## src/rtl/ifu.sv

```systemverilog
// Instruction fetch unit: one outstanding word fetch per instruction, {pc, inst} handoff to decode.
// Optional IFU_MISALIGN_CHECK_EN enables the sticky fetch_fault flag on misaligned next-PC.
module ifu #(
  parameter logic [31:0] RESET_PC = 32'h8000_0000
) (
  input  logic        clk,
  input  logic        rst,
  output logic        req_valid,
  input  logic        req_ready,
  output logic [31:0] req_addr,
  input  logic        resp_valid,
  input  logic [31:0] resp_data,
  output logic        out_valid,
  input  logic        out_ready,
  output logic [31:0] out_pc,
  output logic [31:0] out_inst,
  input  logic        npc_valid,
  input  logic [31:0] npc,
  output logic        fetch_fault
);

  typedef enum logic [1:0] {
    REQ  = 2'd0,
    WAIT = 2'd1,
    HOLD = 2'd2,
    NPC  = 2'd3
  } state_t;

  state_t      state_q, state_d;
  logic [31:0] pc_q, pc_d;
  logic [31:0] inst_q, inst_d;

  // Handshake outputs decode the state register only, so no ready-to-valid paths exist.
  assign req_valid = (state_q == REQ);
  assign req_addr  = pc_q;
  assign out_valid = (state_q == HOLD);
  assign out_pc    = pc_q;
  assign out_inst  = inst_q;

  // Next-state, PC and instruction-latch logic.
  always_comb begin
    state_d = state_q;
    pc_d    = pc_q;
    inst_d  = inst_q;
    case (state_q)
      REQ: begin
        if (req_ready) begin
          state_d = WAIT;
        end else begin
          state_d = REQ;
        end
      end
      WAIT: begin
        if (resp_valid) begin
          inst_d  = resp_data;
          state_d = HOLD;
        end else begin
          state_d = WAIT;
        end
      end
      HOLD: begin
        if (out_ready) begin
          state_d = NPC;
        end else begin
          state_d = HOLD;
        end
      end
      NPC: begin
        if (npc_valid) begin
          pc_d    = {npc[31:2], 2'b00};
          state_d = REQ;
        end else begin
          state_d = NPC;
        end
      end
      default: begin
        state_d = REQ;
      end
    endcase
  end

  // State, PC and instruction registers.
  always_ff @(posedge clk) begin
    if (rst) begin
      state_q <= REQ;
      pc_q    <= RESET_PC;
      inst_q  <= 32'h0000_0000;
    end else begin
      state_q <= state_d;
      pc_q    <= pc_d;
      inst_q  <= inst_d;
    end
  end

`ifdef IFU_MISALIGN_CHECK_EN
  logic fault_q, fault_d;

  // Sticky fault: set by a misaligned next-PC accepted in NPC, cleared only by reset.
  always_comb begin
    fault_d = fault_q;
    if ((state_q == NPC) && npc_valid && (npc[1:0] != 2'b00)) begin
      fault_d = 1'b1;
    end else begin
      fault_d = fault_q;
    end
  end

  // Fault flag register.
  always_ff @(posedge clk) begin
    if (rst) begin
      fault_q <= 1'b0;
    end else begin
      fault_q <= fault_d;
    end
  end

  assign fetch_fault = fault_q;
`else
  // Low next-PC bits are silently dropped in this build.
  logic unused_npc_lo;
  assign unused_npc_lo = ^npc[1:0];
  assign fetch_fault   = 1'b0;
`endif

endmodule
```

## config.mk

```make
export PLATFORM = sky130hd
export DESIGN_NAME = ifu
export DESIGN_NICKNAME = d
export VERILOG_FILES = /design/src/rtl/ifu.sv
export SDC_FILE = /design/constraint.sdc
export NUM_CORES = 1
export LEC_CHECK = 0
export CORE_MARGIN = 2
export CORE_UTILIZATION = 33
export DETAILED_ROUTE_END_ITERATION = 8
export PLACE_DENSITY_LB_ADDON = 0.25
export SLEW_MARGIN = 25
export SYNTH_ARGS = -nofsm -noshare
export SYNTH_HDL_FRONTEND = slang
export SYNTH_SLANG_ARGS = --single-unit
```

## constraint.sdc

```tcl
create_clock -name clk -period 1.3 [get_ports clk]
set_clock_uncertainty 0.1 [all_clocks]
set_input_delay 0.39 -clock clk [delete_from_list [all_inputs] [get_ports clk]]
set_output_delay 0.39 -clock clk [all_outputs]
set_load 0.005 [all_outputs]
```

## After elaboration in Yosys (flattened, before gate mapping)

Cells that the tools add are included.

- Equality and inequality tests: 3
- Mux-type cells: 5
- Reductions and logical operators: 3

Operators by type and width:

| cell | number |
|---|---|
| 2-bit case mux with 4 select lines | 1 |
| 2-bit equality test, second input constant | 2 |
| 2-bit two-way mux | 2 |
| 2-bit AND reduction | 2 |
| 2-bit by 1-bit equality test with 1-bit output, second input constant | 1 |
| 2-bit zero test | 1 |
| 1-bit two-way mux | 2 |

- Output and inout bits: 99
- Input bits: 70
- Word-level logic and storage cells: 14
- Bits in registers: 64

## Logic depth before layout (Yosys ltp)

- Word-level depth: 2
- Depth in mapped cells: 6
- Gate-level depth less buffers: 3

## Least setup slack after synthesis

OpenSTA, ideal clock, no wires.

- Path type: register to register
- From: register state_q[0]
- To: register inst_q[25] (netlist: out_inst[25])
- Arrival time: 967 ps
- Stages on the path, launching flop included: 7
- Required time: 1061 ps
- Period minus slack after synthesis: 1206 ps
- Setup time: 139 ps
- Path slack: 94 ps
- Path buffers: 3
- Cell sequence: dfxtp_1 > buf_4 > and3b_1 > buf_4 > buf_6 > nand2_1 > a21oi_2

- Word-level cells in the longest chain between the ends: 2

Ends and longest elaborated chain:

| element | line | source |
|---|---|---|
| start: declaration | 29 | `state_t state_q, state_d;` |
| start signal: assignment | 89 | `state_q <= state_d;` |
| 2-bit by 1-bit equality test with 1-bit output | 45 | `case (state_q)` |
| 2-bit AND reduction (no source line) | -- |  |
| end signal: assignment | 91 | `inst_q <= inst_d;` |
| end: declaration | 31 | `logic [31:0] inst_q, inst_d;` |

No other way between the ends.
A chain may end at the register's enable or synchronous reset.

## Final worst setup path

- From: register state_q[1]
- To: output port out_valid

- Word-level cells in the longest chain between the ends: 1

Ends and longest elaborated chain:

| element | line | source |
|---|---|---|
| 2-bit equality test | 36 | `assign out_valid = (state_q == HOLD);` |
| end: declaration | 13 | `output logic out_valid,` |

No other way between the ends.

==> metrics.json <==
{
  "run_status": {"value": "finished, violations left"},
  "failing_checks": {"value": "setup timing"},
  "worst_setup_hold_path_clk_slew": {"value": 70, "unit": "ps"},
  "total_power": {"value": 0.004164, "unit": "W"},
  "worst_min_path_start": {"value": "out_inst[4]$_SDFFE_PP0P_"},
  "worst_setup_path_startpoint": {"value": "state_q[1]$_SDFF_PP0_"},
  "worst_setup_path_end_kind": {"value": "primary output"},
  "tritoncts": {"value": "done"},
  "synth_top_cell_area_share": {"value": 0.4923},
  "grt.met1_usage": {"value": 0.2184},
  "detailedRoute.firstIterationViolations": {"value": 42},
  "grt_use_met3": {"value": 0.06753},
  "grt_max_degree": {"value": 33},
  "power.clock.fraction": {"value": 0.348},
  "postSynthAreaPerCell": {"value": 8.082, "unit": "um2"},
  "share_of_cell_area_taken_by_muxes_after_synthesis": {"value": 0},
  "power.leakage": {"value": 1.868, "unit": "nW"},
  "peakVddDrop": {"value": 0.0005899, "unit": "V"},
  "post-route-period-util": {"value": 1.083},
  "clkSinkCount": {"value": 64},
  "critPathMaxFanout": {"value": 3},
  "async_reset_ff_frac": {"value": 0},
  "synthesized_area_fraction_occupied_by_ao_oa_aoi_and_oai_cells": {"value": 0.1447},
  "clkLatencyLatePin": {"value": 330, "unit": "ps"},
  "pin_count": {"value": 169},
  "path_class": {"value": "reg2out"},
  "antenna_violating_nets_post_route": {"value": 0},
  "worstPathCellList": {"value": "nor2b_4 -> buf_6"},
  "die-area": {"value": 8613, "unit": "um2"},
  "synth_adder_area_share": {"value": 0},
  "rsz0062_at_grt": {"value": "yes"},
  "worst_hold_path_type": {"value": "reg2reg"},
  "critical_path_max_stage_delay": {"value": 350, "unit": "ps"},
  "synth_xor_area_frac": {"value": 0},
  "grt_usage": {"value": 0.1772},
  "cts_max_path_buffers": {"value": 2},
  "synth_cell_type_count": {"value": 18},
  "timing.final.hold_violations": {"value": 0},
  "sequential_fraction_of_design_power": {"value": 0.498},
  "cts_buffers": {"value": 9},
  "io_buffers": {"value": 161},
  "period_needed": {"value": 1408, "unit": "ps"},
  "post_drt_via_cell_ratio": {"value": 4.533},
  "gr-usage-met2": {"value": 0.2911},
  "slew_violations": {"value": 0},
  "floorplan.initialDensity": {"value": 0.3385},
  "cp_slowest_cell": {"value": "sky130_fd_sc_hd__dfxtp_2"},
  "cp.arrival": {"value": 920, "unit": "ps"},
  "ys.warnings.count": {"value": 0},
  "drv.max_cap_violation_count": {"value": 0},
  "reg2reg_from": {"value": "state_q[1]$_SDFF_PP0_"},
  "h-tree-depth": {"value": 3},
  "reg2reg_slack": {"value": -80, "unit": "ps"},
  "row_count": {"value": 32},
  "synth_sequential_area_ratio": {"value": 0.4923},
  "worst_slack": {"value": -108.2, "unit": "ps"},
  "first_global_vias": {"value": 2500},
  "post-route-util": {"value": 0.5750},
  "ctsRootBufferMaster": {"value": "sky130_fd_sc_hd__clkbuf_8"},
  "whs_endpoint": {"value": "out_inst[4]$_SDFFE_PP0P_"},
  "dieWidth": {"value": 92.81, "unit": "um"},
  "globalRoute.totalOverflow": {"value": 0},
  "detailedPlacementHpwl": {"value": 4980, "unit": "um"},
  "reg2regPathDepth": {"value": 6},
  "drc": {"value": 0},
  "grt_pass1_wl": {"value": 12150, "unit": "um"},
  "post_synth_and_or_nand_nor_area_fraction": {"value": 0.2005},
  "setup-violations-final": {"value": 39},
  "final_net_count": {"value": 547},
  "fin_worst_hold_slack": {"value": 348.9, "unit": "ps"},
  "yosys.cell_count.top_type": {"value": "sky130_fd_sc_hd__nand2_1"},
  "switching_share": {"value": 0.2365},
  "ys_top_cells_by_count": {"value": "123 x sky130_fd_sc_hd__nand2_1, 64 x sky130_fd_sc_hd__dfxtp_1, 51 x sky130_fd_sc_hd__a21oi_1, 37 x sky130_fd_sc_hd__buf_4, 12 x sky130_fd_sc_hd__a21oi_2"},
  "routedWlPerCell": {"value": 13.66, "unit": "um"},
  "synth_ff_type": {"value": "sky130_fd_sc_hd__dfxtp_1"},
  "post_synth_main_area_contributors": {"value": "sky130_fd_sc_hd__dfxtp_1 49%, sky130_fd_sc_hd__nand2_1 18%, sky130_fd_sc_hd__buf_4 11%, sky130_fd_sc_hd__a21oi_1 9.8%, sky130_fd_sc_hd__a21oi_2 4.0%"},
  "synth.ff_latch_count": {"value": 64},
  "chipHeight": {"value": 92.81, "unit": "um"},
  "hold-path-cell-count": {"value": 2},
  "largest_family_of_logic_cells_by_synthesized_area": {"value": "simple AND/OR/NAND/NOR gates"},
  "intPower": {"value": 0.003179, "unit": "W"},
  "total_switching_power": {"value": 0.0009848, "unit": "W"},
  "max_freq": {"value": 0.7101, "unit": "GHz"},
  "placeableCoreArea": {"value": 7687, "unit": "um2"},
  "areaGrowthSynthToFinish": {"value": 69.86, "unit": "%"},
  "library_cell_occupying_the_most_area_in_the_post_synthesis_netlist": {"value": "sky130_fd_sc_hd__dfxtp_1"},
  "grt_most_used_layer": {"value": "met2"},
  "power_per_cell_area": {"value": 941.9, "unit": "nW/um2"},
  "layout-drive-gt1-share": {"value": 0.5219},
  "post_synth_instance_area": {"value": 2602, "unit": "um2"},
  "antenna_violations_before_repair": {"value": 1},
  "drt_pre_antenna_iters": {"value": 4},
  "cp.required": {"value": 810, "unit": "ps"},
  "place.gp.congestion": {"value": 0.6706},
  "post_synth_inst_count": {"value": 322},
  "route.final.wire_length": {"value": 7948, "unit": "um"},
  "comb_power_share": {"value": 0.154},
  "postCtsHoldBufs": {"value": 0},
  "num_vias": {"value": 2638},
  "crit_path_start_kind": {"value": "flip-flop"},
  "synth-edff-count": {"value": 0},
  "r2r_path_end": {"value": "out_inst[15]$_SDFFE_PP0P_"}
}
-- cells by family (layout without fill, tap and decap cells) --
family | Yosys count | after routing
AO/OA/AOI/OAI | 65 | 65
buffers and inverters | 58 | 211
flip-flops | 64 | 64
other | 1 | 6
AND/OR/NAND/NOR | 134 | 134
-- power groups by stage --
stage / Combinational [W] / Sequential [W] / Clock (W)
2_1_floorplan: 0.000234 / 0.00210 / 0
3_3_place_gp: 0.000618 / 0.00210 / 0
3_5_place_dp: 0.000623 / 0.00210 / 0
4_1_cts: 0.000638 / 0.00207 / 0.00150
5_1_grt: 0.000700 / 0.00208 / 0.00159
6_report: 0.000639 / 0.00207 / 0.00145
-- area by class of cell --
cell class | instances | area (um2)
diodes | 1 | 2.502
clock buffers | 12 | 155.1
clock inverters | 1 | 5.005
fillers | 720 | 3267
multi-input cells | 204 | 1036
flip-flops and latches | 64 | 1364
well taps | 102 | 127.6
repair buffers | 198 | 1730
-- through the flow --
stage | TNS, ps | setup WS [ps] | std cells | instance area, um2
final | -1504 | -108.2 | 582 | 4420
after global routing | -5713 | -160.8 | 582 | 4420
after CTS | -3606 | -126.7 | 576 | 4183
after detailed placement | -26570 | -435.8 | 547 | 4115
after global placement | -24680 | -373.8 | 547 | 4115
after floorplan | 0 | 94.35 | 326 | 2618
-- sequential cells by signal, summed over array words and instances, names as in the netlist --
| register | cells |
|---|---|
| out_pc | 30 |
| state_q | 2 |
| out_inst | 32 |
-- per-layer routing --
layer  up-vias  part of all wire
met3         6             0.087
met1      1224              0.43
met5         -                 0
met4         0            0.0077
met2       114              0.47
li1       1294                 -
-- placed cells by master (no fill, tap or decap), types with 2 or more instances in the layout --
cell type | Yosys | layout
sky130_fd_sc_hd__conb_1 | 1 | 5
sky130_fd_sc_hd__buf_2 | 8 | 72
sky130_fd_sc_hd__buf_12 | 0 | 5
sky130_fd_sc_hd__a21oi_2 | 12 | 33
sky130_fd_sc_hd__buf_4 | 37 | 18
sky130_fd_sc_hd__clkdlybuf4s50_1 | 0 | 64
sky130_fd_sc_hd__clkbuf_8 | 0 | 11
sky130_fd_sc_hd__clkbuf_16 | 0 | 2
sky130_fd_sc_hd__buf_16 | 0 | 2
sky130_fd_sc_hd__nand2_2 | 0 | 3
sky130_fd_sc_hd__nand2_1 | 123 | 120
sky130_fd_sc_hd__nor2_1 | 3 | 2
sky130_fd_sc_hd__dlygate4sd2_1 | 0 | 2
sky130_fd_sc_hd__buf_6 | 7 | 33
sky130_fd_sc_hd__dfxtp_2 | 0 | 63
sky130_fd_sc_hd__a21oi_1 | 51 | 30
-- worst max-delay path by stage --
stage / end / cells past startpoint
6_report: out_valid / 2
2_1_floorplan: out_inst[25]$_SDFFE_PP0P_ / 6
3_3_place_gp: out_inst[15]$_SDFFE_PP0P_ / 5
5_1_grt: out_valid / 2
4_1_cts: out_valid / 2
3_5_place_dp: out_inst[9]$_SDFFE_PP0P_ / 5
-- what timing repair did --
action,4_1_cts,5_1_grt
setup endpoints to repair,155,84
buffers inserted,13,5
pin swaps,3,2
gates cloned,3,2
gates resized for setup,468,43
-- critical path, delay by kind of cell (launching register included) --
kind / cells / cell delay [ps]
buffers and inverters: 1 / 100
DFF: 1 / 350
and+or+nand+nor: 1 / 140
Power figures use the tool's default switching activity.
